**src/rtl/rr_mux8_arbiter_pkg.sv**
```systemverilog
// Shared definitions for the round-robin mux arbiter.
//   state_t  : arbiter FSM state encoding (ST_IDLE, ST_GRANT)
//   NUM_REQ  : number of one-bit requesters sharing the mux
//   SEL_W    : width of the mux select / requester index
package rr_mux8_arbiter_pkg;

    localparam int NUM_REQ = 8;
    localparam int SEL_W   = 3;

    typedef enum logic [0:0] {
        ST_IDLE  = 1'b0,
        ST_GRANT = 1'b1
    } state_t;

endpackage

```
**src/rtl/mux_8x1.sv**
```systemverilog
// 8-to-1 single-bit multiplexer.
//   I      in   8  data inputs
//   sel    in   3  select index
//   mux_op out  1  I[sel]
module mux_8x1
    import rr_mux8_arbiter_pkg::*;
(
    input  logic [NUM_REQ-1:0] I,
    input  logic [SEL_W-1:0]   sel,
    output logic               mux_op
);

    assign mux_op = I[sel];

endmodule

```
**src/rtl/rr_mux8_arbiter.sv**
```systemverilog
// Round-robin arbiter sharing one mux_8x1 between 8 one-bit requesters.
// The granted requester's data bit is streamed to a single output channel.
//   clk        in   1  rising-edge clock
//   rst_n      in   1  synchronous active-low reset
//   req        in   8  level-sensitive request per requester
//   din        in   8  data bit per requester
//   gnt        out  8  registered one-hot grant, zero when idle
//   sel        out  3  registered mux select (granted index)
//   out_valid  out  1  registered, high while a grant is active
//   out_data   out  1  din[sel], forced to 0 when out_valid is low
//
// state    | meaning
// ST_IDLE  | no grant held; arbitrate from ptr whenever any req is set
// ST_GRANT | grant held for sel; release on dropped req or burst limit
module rr_mux8_arbiter
    import rr_mux8_arbiter_pkg::*;
#(
    parameter int MAX_BURST = 4,
    parameter int CNT_W     = 4
) (
    input  logic               clk,
    input  logic               rst_n,
    input  logic [NUM_REQ-1:0] req,
    input  logic [NUM_REQ-1:0] din,
    output logic [NUM_REQ-1:0] gnt,
    output logic [SEL_W-1:0]   sel,
    output logic               out_valid,
    output logic               out_data
);

    localparam logic [CNT_W-1:0] BURST_MAX = CNT_W'(MAX_BURST);
    localparam logic [CNT_W-1:0] CNT_ONE   = CNT_W'(1);

    state_t             state_q, state_d;
    logic [SEL_W-1:0]   ptr_q, ptr_d;
    logic [SEL_W-1:0]   sel_q, sel_d;
    logic [NUM_REQ-1:0] gnt_q, gnt_d;
    logic               valid_q, valid_d;
    logic [CNT_W-1:0]   cnt_q, cnt_d;

    logic [SEL_W-1:0]   base;
    logic [SEL_W-1:0]   win;
    logic               mux_op;

    // First set bit of r, scanning base, base+1, ... with wrap at NUM_REQ.
    function automatic logic [SEL_W-1:0] rr_pick(
        input logic [NUM_REQ-1:0] r,
        input logic [SEL_W-1:0]   start
    );
        logic [SEL_W-1:0] idx;
        logic [SEL_W-1:0] pick;
        logic             found;
        pick  = start;
        found = 1'b0;
        for (int i = 0; i < NUM_REQ; i++) begin
            idx = start + SEL_W'(i);
            if (!found && r[idx]) begin
                pick  = idx;
                found = 1'b1;
            end
        end
        return pick;
    endfunction

    // On release the search starts just past the current owner, so the
    // owner itself is considered last.
    assign base = (state_q == ST_IDLE) ? ptr_q : (sel_q + 1'b1);
    assign win  = rr_pick(req, base);

    always_comb begin
        state_d = state_q;
        ptr_d   = ptr_q;
        sel_d   = sel_q;
        gnt_d   = gnt_q;
        valid_d = valid_q;
        cnt_d   = cnt_q;

        case (state_q)
            ST_IDLE: begin
                if (|req) begin
                    state_d    = ST_GRANT;
                    sel_d      = win;
                    gnt_d      = '0;
                    gnt_d[win] = 1'b1;
                    valid_d    = 1'b1;
                    cnt_d      = CNT_ONE;
                end
            end

            ST_GRANT: begin
                if (req[sel_q] && (cnt_q < BURST_MAX)) begin
                    cnt_d = cnt_q + 1'b1;
                end else begin
                    ptr_d = sel_q + 1'b1;
                    if (|req) begin
                        sel_d      = win;
                        gnt_d      = '0;
                        gnt_d[win] = 1'b1;
                        valid_d    = 1'b1;
                        cnt_d      = CNT_ONE;
                    end else begin
                        // sel is left on the last owner; gnt/out_valid say idle
                        state_d = ST_IDLE;
                        gnt_d   = '0;
                        valid_d = 1'b0;
                        cnt_d   = '0;
                    end
                end
            end

            default: begin
                state_d = ST_IDLE;
                gnt_d   = '0;
                valid_d = 1'b0;
                cnt_d   = '0;
            end
        endcase
    end

    always_ff @(posedge clk) begin
        if (!rst_n) begin
            state_q <= ST_IDLE;
            ptr_q   <= '0;
            sel_q   <= '0;
            gnt_q   <= '0;
            valid_q <= 1'b0;
            cnt_q   <= '0;
        end else begin
            state_q <= state_d;
            ptr_q   <= ptr_d;
            sel_q   <= sel_d;
            gnt_q   <= gnt_d;
            valid_q <= valid_d;
            cnt_q   <= cnt_d;
        end
    end

    mux_8x1 u_mux (
        .I      (din),
        .sel    (sel_q),
        .mux_op (mux_op)
    );

    assign gnt       = gnt_q;
    assign sel       = sel_q;
    assign out_valid = valid_q;
    assign out_data  = valid_q & mux_op;

endmodule

```
**config.mk**
```make
export PLATFORM = sky130hd
export DESIGN_NAME = rr_mux8_arbiter
export DESIGN_NICKNAME = d
export VERILOG_FILES = /design/src/rtl/rr_mux8_arbiter_pkg.sv /design/src/rtl/mux_8x1.sv /design/src/rtl/rr_mux8_arbiter.sv
export SDC_FILE = /design/constraint.sdc
export NUM_CORES = 1
export LEC_CHECK = 0
export ABC_CLOCK_PERIOD_IN_PS = 3650
export CAP_MARGIN = 20
export CORE_UTILIZATION = 49
export CTS_CLUSTER_SIZE = 40
export DETAILED_ROUTE_END_ITERATION = 8
export PLACE_DENSITY = 0.77
export SLEW_MARGIN = 40
export SYNTH_ARGS = -nofsm -noshare
export SYNTH_HDL_FRONTEND = slang
export SYNTH_SLANG_ARGS = --single-unit
```
**constraint.sdc**
```tcl
create_clock -name clk -period 3.65 [get_ports clk]
set_input_delay 0.5475 -clock clk [delete_from_list [all_inputs] [get_ports clk]]
set_output_delay 0.5475 -clock clk [all_outputs]
set_load 0.1 [all_outputs]
```
; ---- Word-level counts from Yosys, hierarchy flattened
; Index checks and enable logic that the tools add are counted.
[op_classes]
n_addsub = 9
magnitude_cmp = 12
eq_ne = 2
n_mux = 54
bitwise_logic = 3
reduce_logical = 19
[ops]
columns = cell, count
row1 = "3-bit by 4-bit less-than comparator with 1-bit output, second input constant", 10
row2 = 1-bit binary-select mux with 3-bit select, 10
row3 = 3-bit two-way mux, 10
row4 = 8-bit two-way mux, 3
row5 = 1-bit two-way mux, 23
row6 = 8-bit one-hot mux with 2 select lines, 1
row7 = "3-bit adder, second input constant", 4
row8 = 1-bit logical AND, 9
row9 = 4-bit two-way mux, 2
row10 = 4-bit one-hot mux with 2 select lines, 1
row11 = 8-bit OR reduction, 1
row12 = 1-bit zero test, 7
row13 = "3-bit by 1-bit adder with 3-bit output, second input constant", 2
row14 = "3-bit by 2-bit adder with 3-bit output, second input constant", 2
row15 = 3-bit one-hot mux with 2 select lines, 1
row16 = "4-bit by 1-bit adder with 4-bit output, second input constant", 1
row17 = "4-bit by 3-bit less-than comparator with 1-bit output, second input constant", 1
row18 = 1-bit one-hot mux with 2 select lines, 2
row19 = 2-bit AND reduction, 2
row20 = 1-bit demux with 3-bit select, 1
row21 = "3-bit by 1-bit >= comparator with 1-bit output, second input constant", 1
row22 = "2-bit by 1-bit != test with 1-bit output, second input constant", 1
row23 = "2-bit != test, second input constant", 1
row24 = 1-bit NOT, 2
row25 = 1-bit bitwise AND, 1
[word_totals]
regBits = 20
inputBits = 18
out_inout_bits = 13
word_cells = 105

; ---- Depth between registers and ports, before layout
[depth]
ltp_word = 33
ltp_mapped = 15
ltp_nobuf = 12

; ---- Hierarchy
; Synthesis repeated with hierarchy kept, for this count alone.
[hier_totals]
hier_cells = 228
hier_area_um2 = 1925.6
[by_module_without_submodules]
columns = mod, instances, cells_each, area_per_inst_um2, seq_area_each_um2
row1 = rr_mux8_arbiter, 1, 225, 1861.8, 400.4
row2 = mux_8x1, 1, 3, 63.8, 0.0

; ---- Worst setup path before layout
; OpenSTA, ideal clock, no wires.
[synth_timing]
path_type = register to register
from = reg sel_q[1] (netlist: sel[1])
to = reg gnt_q[4] (netlist: gnt[4])
setup_ns = 0.119
t_arrival_ns = 4.154
required_time_ns = 3.531
setup_slack_ns = -0.623
path_stages_with_launch = 15
path_buffers = 3
synth_period_minus_slack_ns = 4.273
path_cell_list = dfxtp_1 > ha_1 > mux2_2 > clkbuf_1 > ha_1 > xnor2_4 > mux2i_2 > or2_1 > buf_2 > nor3_2 > and3_1 > a211o_1 > and3_1 > buf_6 > a32o_1
[synth_via]
elab_chain_cells = 33
word_cells_on_any_way = 67
cone_classes = 8 x add/sub / 2 x order compare / 1 x eq/ne / 39 x mux / 17 x reduce/logical
[synth_rtl]
columns = item, line
row1 = from (decl), rr_mux8_arbiter.sv:36  ; logic [SEL_W-1:0] sel_q, sel_d;
row2 = from (signal assigned), rr_mux8_arbiter.sv:131  ; sel_q <= sel_d;
row3 = "parallel branches: the longest is 33 deep, another holds 3-bit by 1-bit adder with 3-bit output", --
row4 = to (signal assigned), rr_mux8_arbiter.sv:132  ; gnt_q <= gnt_d;
row5 = to (decl), rr_mux8_arbiter.sv:37  ; logic [NUM_REQ-1:0] gnt_q, gnt_d;
; Parallel ways; which one is timed is not known. The select of a mux whose other input is x is not followed.
; A chain may end at the register's enable or synchronous reset.

; ---- Worst setup path after layout
; Same ends and word-level chain as after synthesis.

==> impl_results.md <==
- Vias: 1,923
- Cell taking the most area after synthesis: dfxtp_1
- Number of max-cap violations: 0
- Worst slew pin tran: around 0.59 ns
- Synth Register Bits: 20
- Ys async rst share: 0%
- EDFF count, synth: 0
- Period utilization: between 90% and 100%
- First-pass GRT wire length: between 8000 and 9000 um
- Pwr Density: roughly 920 mW/mm^2
- Critical path's most frequent cell: ha_1
- Pre-antenna DRT Iters: 5
- DR vias/cell: ~6.3
- Crit-path cells: ha_1, mux2_2, clkinv_1, ha_1, xnor2_4, mux4_2, o2111a_1, nor4_2, a21oi_1, a211o_1, and3_1, a32o_1
- Filler Cell Count: 339
- Max IR drop VDD: about 550 uV
- RD Place Congestion: approximately 0.95
- # port buffers: 30
- Reg area: roughly 410 um^2
- Die W: approximately 65 um
- ANT cells: 0
- Detail Route Antenna Nets: 0
- P_leak: approximately 0.00094 uW
- H-Tree Depth: 1
- Mapped Nets: 243
- Synth Flop Type: dfxtp_1
- GRT Util Overall: about a quarter
- Slowest stage delay, CP: about 0.62 ns
- GR Overflow Total: 0
- Buf/Inv on CP: 1
- Status: complete, no violations
- Mapped Cells: approximately 220
- Core Region: roughly 0.0037 mm^2
- Root Driver: clkbuf_8
- Die area: 0.00422 mm^2
- RSZ-0062 raised after global routing: false
- CP Max Fanout: 9
- Final hold viol count: 0
- Cell Area, Synth: 0.00194 mm^2
- WS Path Type: reg2reg
- Syn Area/Cell: between 8 and 9 um^2
- Nets: 279
- Worst setup SP type: flip-flop
- Setup TNS: 0 ns
- Met3 Usage GRT: approximately 5.8%
- Core Rows: 22
- # DRC: 0
- Clk slew on worst S/H paths: approximately 0.070 ns
- Initial antenna violation count: 0
- Post-synth top area share: 20.6%
- Largest net degree at the start of global routing: 17
- Sequential fraction of the synthesis area: ~21%
- Headroom to the max-slew limit: between 60% and 70%
- Dominant cells by area after synthesis: dfxtp_1, mux4_2, mux2i_1
- Area of the multi-input gates: roughly 0.0015 mm^2
- Initial detailed-routing violation count: 150
- Dpl hpwl: slightly below 4000 um
- Family with the most delay on the worst path: multiplexers
- Hold_buf cts: 0
- CTS Buf Count: 3
- CP Capture Type: flip-flop
- Worst R2R Start: sel[1]
- Setup Skew: 0.00390 ns
- TritonCTS clock tree: built
- Die height: 65.0 um
- Reg-to-reg slack, setup: 0.23 ns
- Most common cell after layout, fill and taps aside: nand2_1
- Fmax: just under 300 MHz
- Busiest metal layer after global routing: met2
- Critical path origin: sel[1]
- Grt met2 use: between 40 and 50%
- Max Root-Sink Buffers: 2
- Synth unique cells: 56
- Most frequent cells in the layout: nand2_1, o21ai_0, dfxtp_1, clkdlybuf4s50_1, nor2_1
- Layout Utilization: a little over three fifths
- CP max stage cell: mux4_2
- Vias in the first global route: about 1,700
- Worst-Skew Late Latency: about 0.26 ns
- Post-Route WL: a little over 5000 um
- Minimum clock period: 3.42 ns
- HP Class: reg2reg
- Hold path start: gnt[3]
- Grt met1 use: a little over a third
- Starting density of the core: between 50% and 60%
- Fraction of layout cells with a size suffix above 1: 23.4%
- YS warnings: 0
- Area Growth Syn to Fin: 21.1%
- Pins over their slew limit: 0
- Setup violators final: 0
- Worst EP required: 3.81 ns
- Number of top-level pins: 31
- # clock sinks: 20
- Avg WL per Cell: roughly 17 um
- Crit path arrival time: ~3.6 ns
worst paths after layout:
check           end  cells after the start
min          gnt[3]                      2
max reg2reg  gnt[4]                     12
max          gnt[4]                     12
min reg2reg  gnt[3]                      2
worst register-to-register path, cell delays in order, from the launching register on:
cell	delay (ns)
dfxtp_4	0.38
ha_1	0.33
mux2_2	0.31
clkinv_1	0.07
ha_1	0.23
xnor2_4	0.16
mux4_2	0.62
o2111a_1	0.20
nor4_2	0.14
a21oi_1	0.06
a211o_1	0.29
and3_1	0.25
a32o_1	0.28
where the power goes:
| part | switching, uW | total (uW) | leakage, uW | internal (uW) |
|---|---|---|---|---|
| clock network | 72.1 | 168 | 0.0000288 | 96.0 |
| logic | 1060 | 1680 | 0.000747 | 626 |
| registers | 40.2 | 313 | 0.000165 | 272 |
metrics by stage:
stage | setup slack [ns] | cell area (um^2) | hold WS (ns) | power, uW | cells
2_1_floorplan | 0.0103 | 1960 | 0.454 | 1680 | 221
3_3_place_gp | 0.155 | 2330 | 0.434 | 1960 | 299
3_5_place_dp | 0.159 | 2270 | 0.440 | 1930 | 299
4_1_cts | 0.148 | 2320 | 0.457 | 2100 | 303
5_1_grt | 0.0218 | 2350 | 0.468 | 2310 | 304
6_report | 0.226 | 2350 | 0.455 | 2160 | 304
timing repair:
action	CTS	global route
endpoints found under the setup margin	0	8
buffers inserted	0	1
resized for setup	0	3
layout make-up:
type,instances,share of cell area (%)
multi-input combinational,192,64.6
sequential,20,17.4
inverter,2,0.426
tap,48,2.55
timing repair buffer,38,12.7
clock buffer,4,2.34
cell usage after synthesis, drive strengths merged (6+ instances only):
master  count
mux4       10
nand2      22
o31ai       6
and3        7
nand3       8
dfxtp      20
and2       10
o21ai      19
nor3        6
nor2       16
nor2b       7
a21oi       7
mux2i      13
kinds of logic after synthesis:
group                      Yosys count  share of synthesized area [%]
muxes                               27                           21.5
DFF                                 20                           20.6
buffers and inverters                9                           2.64
xor gates and xnor gates             7                           4.90
AOI/OAI and AO/OA                   63                           22.3
adders and majority gates            4                           2.58
and+or+nand+nor                     91                           25.5
metal layers:
metal	part of all wire [%]	wire (um)
met1	45	2250
met2	46	2300
met3	8.0	403
met4	1.5	73
met5	0	0
state kept, by name, indices dropped and copies added, names as in the netlist:
name,cells
out_valid,1
ptr_q,3
cnt_q,4
gnt,8
sel,3
state_q,1
Note: power is estimated with default switching activity, not from simulation.
